[src/rtl/alu_issue_if.sv]
// Handshake bundle between decode, the ALU issue stage and the downstream ALU/writeback.
// slave = issue stage, master = surrounding environment.
`default_nettype none

interface alu_issue_if #(
  parameter int DATA_W = 32,
  parameter int REG_W  = 5
);
  // Upstream decode side
  logic              in_valid;
  logic              in_ready;
  logic [2:0]        in_op;
  logic [DATA_W-1:0] in_rs1_val;
  logic [DATA_W-1:0] in_rs2_val;
  logic [DATA_W-1:0] in_imm;
  logic              in_use_imm;
  logic [REG_W-1:0]  in_rs1;
  logic [REG_W-1:0]  in_rs2;
  logic [REG_W-1:0]  in_rd;
  logic              in_wb_en;

  // Downstream ALU side
  logic [2:0]        operation;
  logic [DATA_W-1:0] operand_a;
  logic [DATA_W-1:0] operand_b;
  logic              out_valid;
  logic              out_ready;
  logic [REG_W-1:0]  out_rd;
  logic              out_wb_en;
  logic [DATA_W-1:0] alu_result;

  modport slave (
    input  in_valid, in_op, in_rs1_val, in_rs2_val, in_imm, in_use_imm,
    input  in_rs1, in_rs2, in_rd, in_wb_en,
    output in_ready,
    output operation, operand_a, operand_b, out_valid, out_rd, out_wb_en,
    input  out_ready, alu_result
  );

  modport master (
    output in_valid, in_op, in_rs1_val, in_rs2_val, in_imm, in_use_imm,
    output in_rs1, in_rs2, in_rd, in_wb_en,
    input  in_ready,
    input  operation, operand_a, operand_b, out_valid, out_rd, out_wb_en,
    output out_ready, alu_result
  );
endinterface

`default_nettype wire

[src/rtl/alu_issue.sv]
// ALU issue stage: output register plus one skid slot, with operand forwarding from
// the draining instruction and from a last-result register.
`default_nettype none

//------------------------------------------------------------------------------
// Module   : alu_issue
// Purpose  : Two-entry issue buffer feeding a combinational ALU with forwarding
// Revision : 1.0 - initial release
//------------------------------------------------------------------------------
module alu_issue #(
  parameter int DATA_W = 32,
  parameter int REG_W  = 5
) (
  input  wire logic    clk,
  input  wire logic    rst_n,
  input  wire logic    flush,
  alu_issue_if.slave   bus
);

  // Output register (drives the ALU)
  logic              r_out_valid;
  logic [2:0]        r_op;
  logic [DATA_W-1:0] r_opa;
  logic [DATA_W-1:0] r_opb;
  logic [REG_W-1:0]  r_out_rd;
  logic              r_out_wb_en;

  // Skid slot keeps raw operands; forwarding is resolved when it moves into the output register
  logic              r_sk_valid;
  logic [2:0]        r_sk_op;
  logic [DATA_W-1:0] r_sk_rs1_val;
  logic [DATA_W-1:0] r_sk_rs2_val;
  logic [DATA_W-1:0] r_sk_imm;
  logic              r_sk_use_imm;
  logic [REG_W-1:0]  r_sk_rs1;
  logic [REG_W-1:0]  r_sk_rs2;
  logic [REG_W-1:0]  r_sk_rd;
  logic              r_sk_wb_en;

  // Last drained result
  logic              r_lr_valid;
  logic [REG_W-1:0]  r_lr_rd;
  logic [DATA_W-1:0] r_lr_val;

  logic              w_in_ready;
  logic              w_accept;
  logic              w_drain;
  logic              w_or_free;
  logic              w_load_or;
  logic              w_load_sk;

  logic [2:0]        w_src_op;
  logic [DATA_W-1:0] w_src_rs1_val;
  logic [DATA_W-1:0] w_src_rs2_val;
  logic [DATA_W-1:0] w_src_imm;
  logic              w_src_use_imm;
  logic [REG_W-1:0]  w_src_rs1;
  logic [REG_W-1:0]  w_src_rs2;
  logic [REG_W-1:0]  w_src_rd;
  logic              w_src_wb_en;
  logic [DATA_W-1:0] w_fwd_a;
  logic [DATA_W-1:0] w_fwd_b;

  assign w_in_ready = !r_sk_valid && !flush;
  assign w_accept   = bus.in_valid && w_in_ready;
  assign w_drain    = r_out_valid && bus.out_ready;
  assign w_or_free  = !r_out_valid || w_drain;
  // A held skid entry always wins the output register over new input
  assign w_load_or  = !flush && ((r_sk_valid && w_drain) || (w_accept && w_or_free));
  assign w_load_sk  = w_accept && !w_or_free;

  always_comb begin
    w_src_op      = bus.in_op;
    w_src_rs1_val = bus.in_rs1_val;
    w_src_rs2_val = bus.in_rs2_val;
    w_src_imm     = bus.in_imm;
    w_src_use_imm = bus.in_use_imm;
    w_src_rs1     = bus.in_rs1;
    w_src_rs2     = bus.in_rs2;
    w_src_rd      = bus.in_rd;
    w_src_wb_en   = bus.in_wb_en;
    if (r_sk_valid) begin
      w_src_op      = r_sk_op;
      w_src_rs1_val = r_sk_rs1_val;
      w_src_rs2_val = r_sk_rs2_val;
      w_src_imm     = r_sk_imm;
      w_src_use_imm = r_sk_use_imm;
      w_src_rs1     = r_sk_rs1;
      w_src_rs2     = r_sk_rs2;
      w_src_rd      = r_sk_rd;
      w_src_wb_en   = r_sk_wb_en;
    end
  end

  // Forwarding priority: draining result, then last result when the stage is empty, then register file
  always_comb begin
    w_fwd_a = w_src_rs1_val;
    if (w_drain && r_out_wb_en && (r_out_rd == w_src_rs1) && (w_src_rs1 != '0))
      w_fwd_a = bus.alu_result;
    else if (!r_out_valid && r_lr_valid && (r_lr_rd == w_src_rs1) && (w_src_rs1 != '0))
      w_fwd_a = r_lr_val;
  end

  always_comb begin
    w_fwd_b = w_src_rs2_val;
    if (w_drain && r_out_wb_en && (r_out_rd == w_src_rs2) && (w_src_rs2 != '0))
      w_fwd_b = bus.alu_result;
    else if (!r_out_valid && r_lr_valid && (r_lr_rd == w_src_rs2) && (w_src_rs2 != '0))
      w_fwd_b = r_lr_val;
  end

  always_ff @(posedge clk or negedge rst_n) begin
    if (!rst_n) begin
      r_out_valid  <= 1'b0;
      r_op         <= 3'b0;
      r_opa        <= '0;
      r_opb        <= '0;
      r_out_rd     <= '0;
      r_out_wb_en  <= 1'b0;
      r_sk_valid   <= 1'b0;
      r_sk_op      <= 3'b0;
      r_sk_rs1_val <= '0;
      r_sk_rs2_val <= '0;
      r_sk_imm     <= '0;
      r_sk_use_imm <= 1'b0;
      r_sk_rs1     <= '0;
      r_sk_rs2     <= '0;
      r_sk_rd      <= '0;
      r_sk_wb_en   <= 1'b0;
      r_lr_valid   <= 1'b0;
      r_lr_rd      <= '0;
      r_lr_val     <= '0;
    end else if (flush) begin
      // A drain in this cycle still completes downstream, but its result is not remembered
      r_out_valid <= 1'b0;
      r_sk_valid  <= 1'b0;
      r_lr_valid  <= 1'b0;
    end else begin
      if (w_drain) begin
        r_lr_valid <= r_out_wb_en && (r_out_rd != '0);
        r_lr_rd    <= r_out_rd;
        r_lr_val   <= bus.alu_result;
      end

      if (w_load_or) begin
        r_out_valid <= 1'b1;
        r_op        <= w_src_op;
        r_opa       <= w_fwd_a;
        r_opb       <= w_src_use_imm ? w_src_imm : w_fwd_b;
        r_out_rd    <= w_src_rd;
        r_out_wb_en <= w_src_wb_en;
      end else if (w_drain) begin
        r_out_valid <= 1'b0;
      end

      if (w_load_sk) begin
        r_sk_valid   <= 1'b1;
        r_sk_op      <= bus.in_op;
        r_sk_rs1_val <= bus.in_rs1_val;
        r_sk_rs2_val <= bus.in_rs2_val;
        r_sk_imm     <= bus.in_imm;
        r_sk_use_imm <= bus.in_use_imm;
        r_sk_rs1     <= bus.in_rs1;
        r_sk_rs2     <= bus.in_rs2;
        r_sk_rd      <= bus.in_rd;
        r_sk_wb_en   <= bus.in_wb_en;
      end else if (r_sk_valid && w_drain) begin
        r_sk_valid <= 1'b0;
      end
    end
  end

  assign bus.in_ready  = w_in_ready;
  assign bus.operation = r_op;
  assign bus.operand_a = r_opa;
  assign bus.operand_b = r_opb;
  assign bus.out_valid = r_out_valid;
  assign bus.out_rd    = r_out_rd;
  assign bus.out_wb_en = r_out_wb_en;

endmodule

`default_nettype wire

[src/flat_wrapper.sv]
// flat-port wrapper written by rule: the top's interface ports become plain ports
module alu_issue_flat 
#(
  parameter int DATA_W = 32,
  parameter int REG_W  = 5
)
  (clk, rst_n, flush, bus_in_valid, bus_in_op, bus_in_rs1_val, bus_in_rs2_val, bus_in_imm, bus_in_use_imm, bus_in_rs1, bus_in_rs2, bus_in_rd, bus_in_wb_en, bus_in_ready, bus_operation, bus_operand_a, bus_operand_b, bus_out_valid, bus_out_rd, bus_out_wb_en, bus_out_ready, bus_alu_result);
  alu_issue_if #(.DATA_W(DATA_W), .REG_W(REG_W)) bus_i ();
  input  wire logic clk;
  input  wire logic rst_n;
  input  wire logic flush;
  input wire logic [$bits(bus_i.in_valid)-1:0] bus_in_valid;
  input wire logic [$bits(bus_i.in_op)-1:0] bus_in_op;
  input wire logic [$bits(bus_i.in_rs1_val)-1:0] bus_in_rs1_val;
  input wire logic [$bits(bus_i.in_rs2_val)-1:0] bus_in_rs2_val;
  input wire logic [$bits(bus_i.in_imm)-1:0] bus_in_imm;
  input wire logic [$bits(bus_i.in_use_imm)-1:0] bus_in_use_imm;
  input wire logic [$bits(bus_i.in_rs1)-1:0] bus_in_rs1;
  input wire logic [$bits(bus_i.in_rs2)-1:0] bus_in_rs2;
  input wire logic [$bits(bus_i.in_rd)-1:0] bus_in_rd;
  input wire logic [$bits(bus_i.in_wb_en)-1:0] bus_in_wb_en;
  output wire logic [$bits(bus_i.in_ready)-1:0] bus_in_ready;
  output wire logic [$bits(bus_i.operation)-1:0] bus_operation;
  output wire logic [$bits(bus_i.operand_a)-1:0] bus_operand_a;
  output wire logic [$bits(bus_i.operand_b)-1:0] bus_operand_b;
  output wire logic [$bits(bus_i.out_valid)-1:0] bus_out_valid;
  output wire logic [$bits(bus_i.out_rd)-1:0] bus_out_rd;
  output wire logic [$bits(bus_i.out_wb_en)-1:0] bus_out_wb_en;
  input wire logic [$bits(bus_i.out_ready)-1:0] bus_out_ready;
  input wire logic [$bits(bus_i.alu_result)-1:0] bus_alu_result;
  assign bus_i.in_valid = bus_in_valid;
  assign bus_i.in_op = bus_in_op;
  assign bus_i.in_rs1_val = bus_in_rs1_val;
  assign bus_i.in_rs2_val = bus_in_rs2_val;
  assign bus_i.in_imm = bus_in_imm;
  assign bus_i.in_use_imm = bus_in_use_imm;
  assign bus_i.in_rs1 = bus_in_rs1;
  assign bus_i.in_rs2 = bus_in_rs2;
  assign bus_i.in_rd = bus_in_rd;
  assign bus_i.in_wb_en = bus_in_wb_en;
  assign bus_in_ready = bus_i.in_ready;
  assign bus_operation = bus_i.operation;
  assign bus_operand_a = bus_i.operand_a;
  assign bus_operand_b = bus_i.operand_b;
  assign bus_out_valid = bus_i.out_valid;
  assign bus_out_rd = bus_i.out_rd;
  assign bus_out_wb_en = bus_i.out_wb_en;
  assign bus_i.out_ready = bus_out_ready;
  assign bus_i.alu_result = bus_alu_result;
  alu_issue #(.DATA_W(DATA_W), .REG_W(REG_W)) u_core (.clk(clk), .rst_n(rst_n), .flush(flush), .bus(bus_i));
endmodule
[config.mk]
export PLATFORM = sky130hd
export DESIGN_NAME = alu_issue_flat
export DESIGN_NICKNAME = d
export VERILOG_FILES = /design/src/rtl/alu_issue_if.sv /design/src/rtl/alu_issue.sv /design/src/flat_wrapper.sv
export SDC_FILE = /design/constraint.sdc
export NUM_CORES = 1
export LEC_CHECK = 0
export CAP_MARGIN = 20
export CELL_PAD_IN_SITES_DETAIL_PLACEMENT = 1
export CELL_PAD_IN_SITES_GLOBAL_PLACEMENT = 2
export CORE_ASPECT_RATIO = 1.2
export CORE_MARGIN = 10
export CORE_UTILIZATION = 31
export CTS_CLUSTER_DIAMETER = 200
export DETAILED_ROUTE_END_ITERATION = 8
export GPL_ROUTABILITY_DRIVEN = 0
export GPL_TIMING_DRIVEN = 0
export HOLD_SLACK_MARGIN = 0.06
export PLACE_DENSITY_LB_ADDON = 0.1
export SETUP_SLACK_MARGIN = 0.15
export SLEW_MARGIN = 25
export SYNTH_ARGS = -nofsm -noshare
export SYNTH_HDL_FRONTEND = slang
export SYNTH_SLANG_ARGS = --single-unit
[constraint.sdc]
create_clock -name clk -period 2 [get_ports clk]
set_input_delay 0.4 -clock clk [delete_from_list [all_inputs] [get_ports clk]]
set_output_delay 0.4 -clock clk [all_outputs]
set_load 0.02 [all_outputs]
==> results of run 1 <==
cells in the mapped netlist (5+ instances only):
library cell  count
nor2_1           42
o22ai_1          11
xor2_1           10
a211oi_1          5
nand2_1          67
buf_2            18
a221oi_1         11
a221o_1          52
nor4_1           34
inv_1            12
a211oi_2         29
o21ai_0          40
mux2_2          163
clkbuf_1         65
dfrtp_1         229
xnor2_1           8
a2111oi_0        32
o21ai_1           5
nor2b_1          32
nand2b_1         13
mux2i_1          61
a21oi_1          36
buf_6             5
area by class of cell:
type,instances,area (um^2),share of cell area
Antenna cell,1,2.50,0.000142
Buffer,90,1050,0.0594
Clock buffer,46,870,0.0494
Clock inverter,5,53.8,0.00306
Inverter,12,45.0,0.00256
Multi-Input combinational cell,675,6190,0.352
Sequential cell,229,5740,0.326
Tap cell,474,593,0.0337
Timing Repair Buffer,287,3060,0.174
logic make-up (layout without fill, tap and decap cells):
kind of cell           Yosys count  after routing  synth area share
AO/OA/AOI/OAI                  225            225             0.156
XOR/XNOR                        18             18            0.0135
buffers and inverters          102            440            0.0379
flip-flops                     229            229             0.491
multiplexers                   227            227             0.214
other                            0              1                 0
AND/OR/NAND/NOR                205            205            0.0882
layer usage:
| layer | global-route usage | wire, um |
|---|---|---|
| met1 | 0.247 | 20500 |
| met2 | 0.373 | 25600 |
| met3 | 0.0451 | 2760 |
| met4 | 0.0484 | 696 |
| met5 | 0 | 46 |
stage by stage:
step	setup slack (ns)	std cells	utilization	hold slack [ns]	area (um^2)
2_1_floorplan	-0.185	1006	-	0.104	11800
3_3_place_gp	-10.57	1707	0.398	0.475	14700
3_5_place_dp	-1.49	1710	0.400	0.265	14800
4_1_cts	-0.500	1799	0.463	0.258	17100
5_1_grt	-0.562	1818	0.476	0.250	17600
6_report	-0.491	1819	0.476	0.250	17600
power by group:
part           leakage (nW)  total, mW  switching (mW)  internal (mW)
Clock                 0.456       5.16            2.09           3.08
Combinational          3.90       4.86            2.49           2.38
Sequential             2.76       6.73           0.880           5.85
Total                  7.11       16.8            5.45           11.3
final timing paths:
path | startpoint | to | slack (ns) | cells after the start
min in group asynchronous | rst_n | u_core.bus.operand_b[24] | 0.27 | 2
max reg2reg | u_core.r_sk_valid | u_core.bus.operand_b[24] | -0.49 | 9
min reg2reg | u_core.bus.operation[0] | u_core.bus.operation[0] | 0.48 | 2
min | bus_out_ready | u_core.r_sk_valid | 0.25 | 2
max in group asynchronous | rst_n | u_core.r_sk_imm[10] | 0.69 | 4
max | u_core.r_sk_valid | u_core.bus.operand_b[24] | -0.49 | 9
flip-flops by register name, indices dropped and copies added, names as in the netlist:
register / flops
u_core.r_sk_wb_en: 1
u_core.bus.operand_b: 32
u_core.r_sk_valid: 1
u_core.r_sk_op: 3
u_core.r_sk_rd: 5
u_core.bus.out_rd: 5
u_core.bus.operand_a: 32
u_core.r_sk_use_imm: 1
u_core.r_lr_val: 32
u_core.r_lr_rd: 5
u_core.r_lr_valid: 1
u_core.r_sk_rs1_val: 32
u_core.bus.out_wb_en: 1
u_core.bus.operation: 3
u_core.r_sk_imm: 32
u_core.bus.out_valid: 1
u_core.r_sk_rs2_val: 32
u_core.r_sk_rs1: 5
u_core.r_sk_rs2: 5
timing repair:
action | CTS | global route
hold endpoints to repair | 106 | 0
setup endpoints to repair | 299 | 207
hold buffers | 1 | 0
pin swaps | 10 | 32
gates cloned | 12 | 6
resized for setup | 304 | 77
buffers inserted | 25 | 13
worst max-delay path, stage by stage, from the launching register on:
cell and delay, ns:
dfrtp_1 0.39, buf_8 0.16, buf_12 0.14, mux2i_4 0.19
buf_4 0.17, xnor2_4 0.29, clkbuf_2 0.39, nor4_1 0.11
a221o_1 0.35, a211oi_2 0.20
==> summary.txt, run 1 <==
Yosys
  – Synth area leaders: dfrtp_1, mux2_2, mux2i_1
  – Cell taking the most area after synthesis: dfrtp_1
  – Post-Syn Nets: 1159
  – Synth Cell Area: around 12000 um^2
  – Avg Cell Area, Syn: 11.6 um^2
  – Post-synth EDFFs: 0
  – Sequential-to-total area share from yosys stat: 0.491
  – Synth Warn #: 0
  – Unique masters post-synth: 42
  – Async S/R FF share, synth: 1.00
  – Flops & latches, synth: 229
  – Post-Syn Instances: 1006
  – Ys flop type: dfrtp_1
  – Yosys top cell area share: 0.491

Timing
  – RSZ-0062 raised after global routing: yes
  – Slew Viols, Final: 0
  – Setup violators final: ~180
  – Worst-Margin Slew: 0.811 ns
  – Relative slew slack: 0.459
  – Worst-case clock skew: 0.0210 ns
  – Fin Setup TNS: -39.68 ns
  – Setup ws final: -0.491 ns
  – Minimum clock period: 2.49 ns
  – Fin crit share: 1.25
  – Max Fclk: 401 MHz
  – Final hold vios: 0

Clock network
  – Clk sinks: 229
  – Num CTS Buffers: 29
  – CTS tree: built
  – H-tree depth: 1
  – CTS Buffer Depth: 3
  – Worst-path clk slew: 0.06 ns
  – Worst-skew pair later-pin latency: 0.57 ns
  – CTS root buf: clkbuf_16

Floorplan
  – Initial Util: 0.316
  – Die width: 197 um
  – Die area: between 40000 and 50000 um^2
  – IO Count: between 200 and 250
  – Floorplan row count: 77
  – Height of the die: 233 um
  – Core Area: roughly 37000 um^2

Setup path
  – Arrival @ worst endpoint: between 2 and 3 ns
  – WP data required: around 2.5 ns
  – Worst Setup Start Kind: flip-flop
  – Setup CP Type: flip-flop to flip-flop
  – CP Capture Type: flip-flop
  – CP max FO: 10

Global routing
  – First-pass GRT wire length: 71900 um
  – Vias in the first global route: 10927
  – Largest net degree at the start of global routing: 81
  – Total grt overflow: 0
  – Gr usage total: 0.208
  – Initial antenna violation count: 4

Cells and area
  – Final nets: 1477
  – Most common cell after layout, fill and taps aside: dfrtp_1
  – Leading cell types in the layout, fill and taps excluded: dfrtp_1, clkdlybuf4s50_1, mux2_2
  – Layout cells sized above 1: 0.338
  – P&R area growth vs syn: 50.8%
  – Fillers: 3880

Detailed routing
  – Pre-antenna DRT Iters: 4
  – Vias/cell: 5.27
  – DRC: 0
  – DR iter-0 viols: 443
  – Routed wire length: 49600 um
  – Vias: roughly 9600
  – Routed wire per std cell: 27.3 um
  – Routed Antenna Nets: 0

Placement
  – Port Buf Inserts: approximately 230
  – DP HPWL: ~34000 um

Job
  – Max_cap viols: 0

Power and ir drop
  – VDD IR max: 0.707 mV
  – Tot Pwr: 16.8 mW
  – P per Cell Area: 952 nW/um^2
  – Leak: 7.11 nW

Status
  – Failing checks: setup timing
  – Outcome: finished with violations

Min path
  – Hold Crit Class: primary input to flip-flop
(Power assumes the default switching activity.)
==> run 2, diff against run 1 <==
--- a/config.mk
+++ b/config.mk
@@ -5,18 +5,15 @@
 export SDC_FILE = /design/constraint.sdc
 export NUM_CORES = 1
 export LEC_CHECK = 0
-export CAP_MARGIN = 20
-export CELL_PAD_IN_SITES_DETAIL_PLACEMENT = 1
-export CELL_PAD_IN_SITES_GLOBAL_PLACEMENT = 2
 export CORE_ASPECT_RATIO = 1.2
 export CORE_MARGIN = 10
-export CORE_UTILIZATION = 31
+export CORE_UTILIZATION = 50
 export CTS_CLUSTER_DIAMETER = 200
 export DETAILED_ROUTE_END_ITERATION = 8
 export GPL_ROUTABILITY_DRIVEN = 0
 export GPL_TIMING_DRIVEN = 0
 export HOLD_SLACK_MARGIN = 0.06
-export PLACE_DENSITY_LB_ADDON = 0.1
+export PLACE_DENSITY = 0.78
 export SETUP_SLACK_MARGIN = 0.15
 export SLEW_MARGIN = 25
 export SYNTH_ARGS = -nofsm -noshare
==> constraint.sdc (replaced) <==
create_clock -name clk -period 2.4 [get_ports clk]
set_input_delay 0.48 -clock clk [delete_from_list [all_inputs] [get_ports clk]]
set_output_delay 0.48 -clock clk [all_outputs]
set_load 0.02 [all_outputs]
==> run 2 against run 1 <==
Net effect:
- the flow still finishes with violations (setup timing)
- register-to-register slack gained 0.37 ns
- sequential cell count is the same
- cell count shrank 10%
- first-iteration DRC count grew 110%
- highest routed layer unchanged
- clock power shrank 28%
- largest cell class unchanged
- cell area shrank 5.4%
- combinational power shrank 15%
- via count grew 4.5%
- global-route usage grew 4.6 points
- fmax shrank 1.2%
- clock skew shrank 0.0048 ns
==> summary.txt, run 2 (synthesis gave the netlist of run 1 again) <==
Setup path
  – WP depth: 9 (unchanged)
  – Setup CP Type: flip-flop to flip-flop (unchanged)
  – Top cell family by delay on the critical path: compound AO/OA/AOI/OAI gates (was buffers and inverters)
  – Reg-to-Reg End: u_core.bus.operand_a[16] (was u_core.bus.operand_b[24])
  – Crit path buf inv count: 4 (unchanged)
  – Arrival @ worst endpoint: 2.92 ns (was 2.96 ns)
  – Worst Setup Start Kind: flip-flop (unchanged)
  – Slowest cell on the critical path: o311a_4 (was dfrtp_1)
  – Reg2Reg Setup Slack: -0.12 ns (was -0.49 ns)
  – CP Capture Type: flip-flop (unchanged)
  – WP data required: 2.80 ns (was 2.47 ns)
  – Slowest cell delay on critical path: 0.50 ns (was 0.39 ns)
  – CP max FO: 8 (was 10)
  – R2r startpoint: u_core.r_sk_valid (unchanged)
  – FF-to-FF path depth: 9 (unchanged)
  – Crit-path cells: buf_8 -> buf_12 -> buf_4 -> mux2i_4 -> xor2_1 -> nand2_1 -> o311a_4 -> clkbuf_16 -> a221o_1 (was buf_8 -> buf_12 -> mux2i_4 -> buf_4 -> xnor2_4 -> clkbuf_2 -> nor4_1 -> a221o_1 -> a211oi_2)

Status
  – Outcome: finished with violations (unchanged)
  – Failing checks: setup timing (unchanged)

Floorplan
  – Die width: 159 um (was 197 um)
  – Floorplan row count: 61 (was 77)
  – Initial Util: 0.506 (was 0.316)
  – IO Count: 228 (unchanged)
  – Die area: 29900 um^2 (was 45800 um^2)
  – Core Area: 23000 um^2 (was 37000 um^2)
  – Height of the die: 187 um (was 233 um)

Cells and area
  – Final core utilization: 0.722 (was 0.476)
  – Layout cells sized above 1: 0.307 (was 0.338)
  – P&R area growth vs syn: 42.7% (was 50.8%)
  – Finished Layout Cells: 1631 (was 1819)
  – Fillers: 1642 (was 3880)
  – Final nets: 1451 (was 1477)
  – Leading cell types in the layout, fill and taps excluded: dfrtp_1, clkdlybuf4s50_1, mux2_2 (unchanged)
  – Most common cell after layout, fill and taps aside: dfrtp_1 (unchanged)
  – Final instance area: 16700 um^2 (was 17600 um^2)

Global routing
  – Gr usage total: 0.254 (was 0.208)
  – Largest net degree at the start of global routing: 92 (was 81)
  – Vias in the first global route: 10413 (was 10927)
  – Initial antenna violation count: 3 (was 4)
  – First-pass GRT wire length: 60500 um (was 71900 um)
  – Total grt overflow: 0 (unchanged)

Timing
  – Relative slew slack: 0.405 (was 0.459)
  – Setup ws final: -0.121 ns (was -0.491 ns)
  – Worst-Margin Slew: 0.893 ns (was 0.811 ns)
  – Setup violators final: 56 (was 181)
  – Final hold vios: 0 (unchanged)
  – RSZ-0062 raised after global routing: yes (unchanged)
  – Max Fclk: 397 MHz (was 401 MHz)
  – Fin Hold WS: 0.496 ns (was 0.250 ns)
  – Worst-case clock skew: 0.0162 ns (was 0.0210 ns)
  – Slew Viols, Final: 0 (unchanged)
  – Minimum clock period: 2.52 ns (was 2.49 ns)
  – Fin Setup TNS: -2.83 ns (was -39.68 ns)
  – Fin crit share: 1.05 (was 1.25)

Detailed routing
  – Vias/cell: 6.14 (was 5.27)
  – DRC: 0 (unchanged)
  – Routed Antenna Nets: 0 (unchanged)
  – DR iter-0 viols: 925 (was 443)
  – Pre-antenna DRT Iters: 6 (was 4)
  – Routed wire length: 41400 um (was 49600 um)
  – Routed wire per std cell: 25.4 um (was 27.3 um)
  – Vias: 10021 (was 9587)

Job
  – Max_cap viols: 0 (unchanged)

Clock network
  – CTS root buf: clkbuf_16 (unchanged)
  – Clk sinks: 229 (unchanged)
  – Worst-skew pair later-pin latency: 0.53 ns (was 0.57 ns)
  – CTS Buffer Depth: 3 (unchanged)
  – H-tree depth: 1 (unchanged)
  – Worst-path clk slew: 0.06 ns (about the same)
  – Num CTS Buffers: 25 (was 29)
  – CTS tree: built (unchanged)

Power and ir drop
  – Tot Pwr: 13.4 mW (was 16.8 mW)
  – Leak: 6.68 nW (was 7.11 nW)
  – P per Cell Area: 807 nW/um^2 (was 952 nW/um^2)
  – VDD IR max: 0.632 mV (was 0.707 mV)

Placement
  – DP HPWL: 27800 um (was 34200 um)
  – Pre-CTS setup slack: -1.11 ns (was -1.49 ns)
  – Cell Area, Placed: 14400 um^2 (was 14800 um^2)
  – Port Buf Inserts: 227 (unchanged)
  – Placed insts: 1550 (was 1710)

Min path
  – Hold Crit Class: primary input to async pin (was primary input to flip-flop)
run 2: what timing repair did:
action / in CTS / in global routing
setup endpoints to repair: 192 / 190
hold buffers: 1 / 0
hold endpoints to repair: 57 / 0
buffers inserted: 14 / 10
gates resized for setup: 158 / 156
gates cloned: 1 / 10
pin swaps: 9 / 32
run 2: area by class of cell:
type / instances / area (um^2) / share of cell area
Buffer: 90 / 841 / 0.0505
Inverter: 12 / 45.0 / 0.00271
Tap cell: 315 / 394 / 0.0237
Clock inverter: 6 / 55.1 / 0.00331
Sequential cell: 229 / 5730 / 0.344
Clock buffer: 37 / 711 / 0.0427
Multi-Input combinational cell: 675 / 6040 / 0.363
Timing Repair Buffer: 265 / 2830 / 0.170
Antenna cell: 2 / 5.00 / 0.000301
run 2: routing by layer:
layer / up-vias / GRT usage / wire length, um / part of all wire
li1: 4360 / - / - / -
met4: 2 / 0.106 / 1810 / 0.044
met5: - / 0 / 16 / 0.00039
met3: 119 / 0.0509 / 3320 / 0.080
met1: 5009 / 0.309 / 16100 / 0.39
met2: 531 / 0.429 / 20200 / 0.49
run 2: worst max path at each step:
stage                                 start                        to  slack (ns)
after floorplan               bus_in_rs1[0]  u_core.bus.operand_a[31]        0.16
after global placement                rst_n         u_core.r_sk_rd[3]       -9.13
after detailed placement      bus_in_rs1[0]  u_core.bus.operand_a[16]       -1.11
after CTS                 u_core.r_sk_valid  u_core.bus.operand_b[12]       -0.05
after global routing      u_core.r_sk_valid  u_core.bus.operand_b[21]       -0.23
final                     u_core.r_sk_valid  u_core.bus.operand_a[16]       -0.12
run 2: power breakdown:
part / total (mW) / switching, mW / internal [mW]
registers: 5.60 / 0.730 / 4.87
clock network: 3.72 / 1.58 / 2.14
logic: 4.11 / 2.02 / 2.09
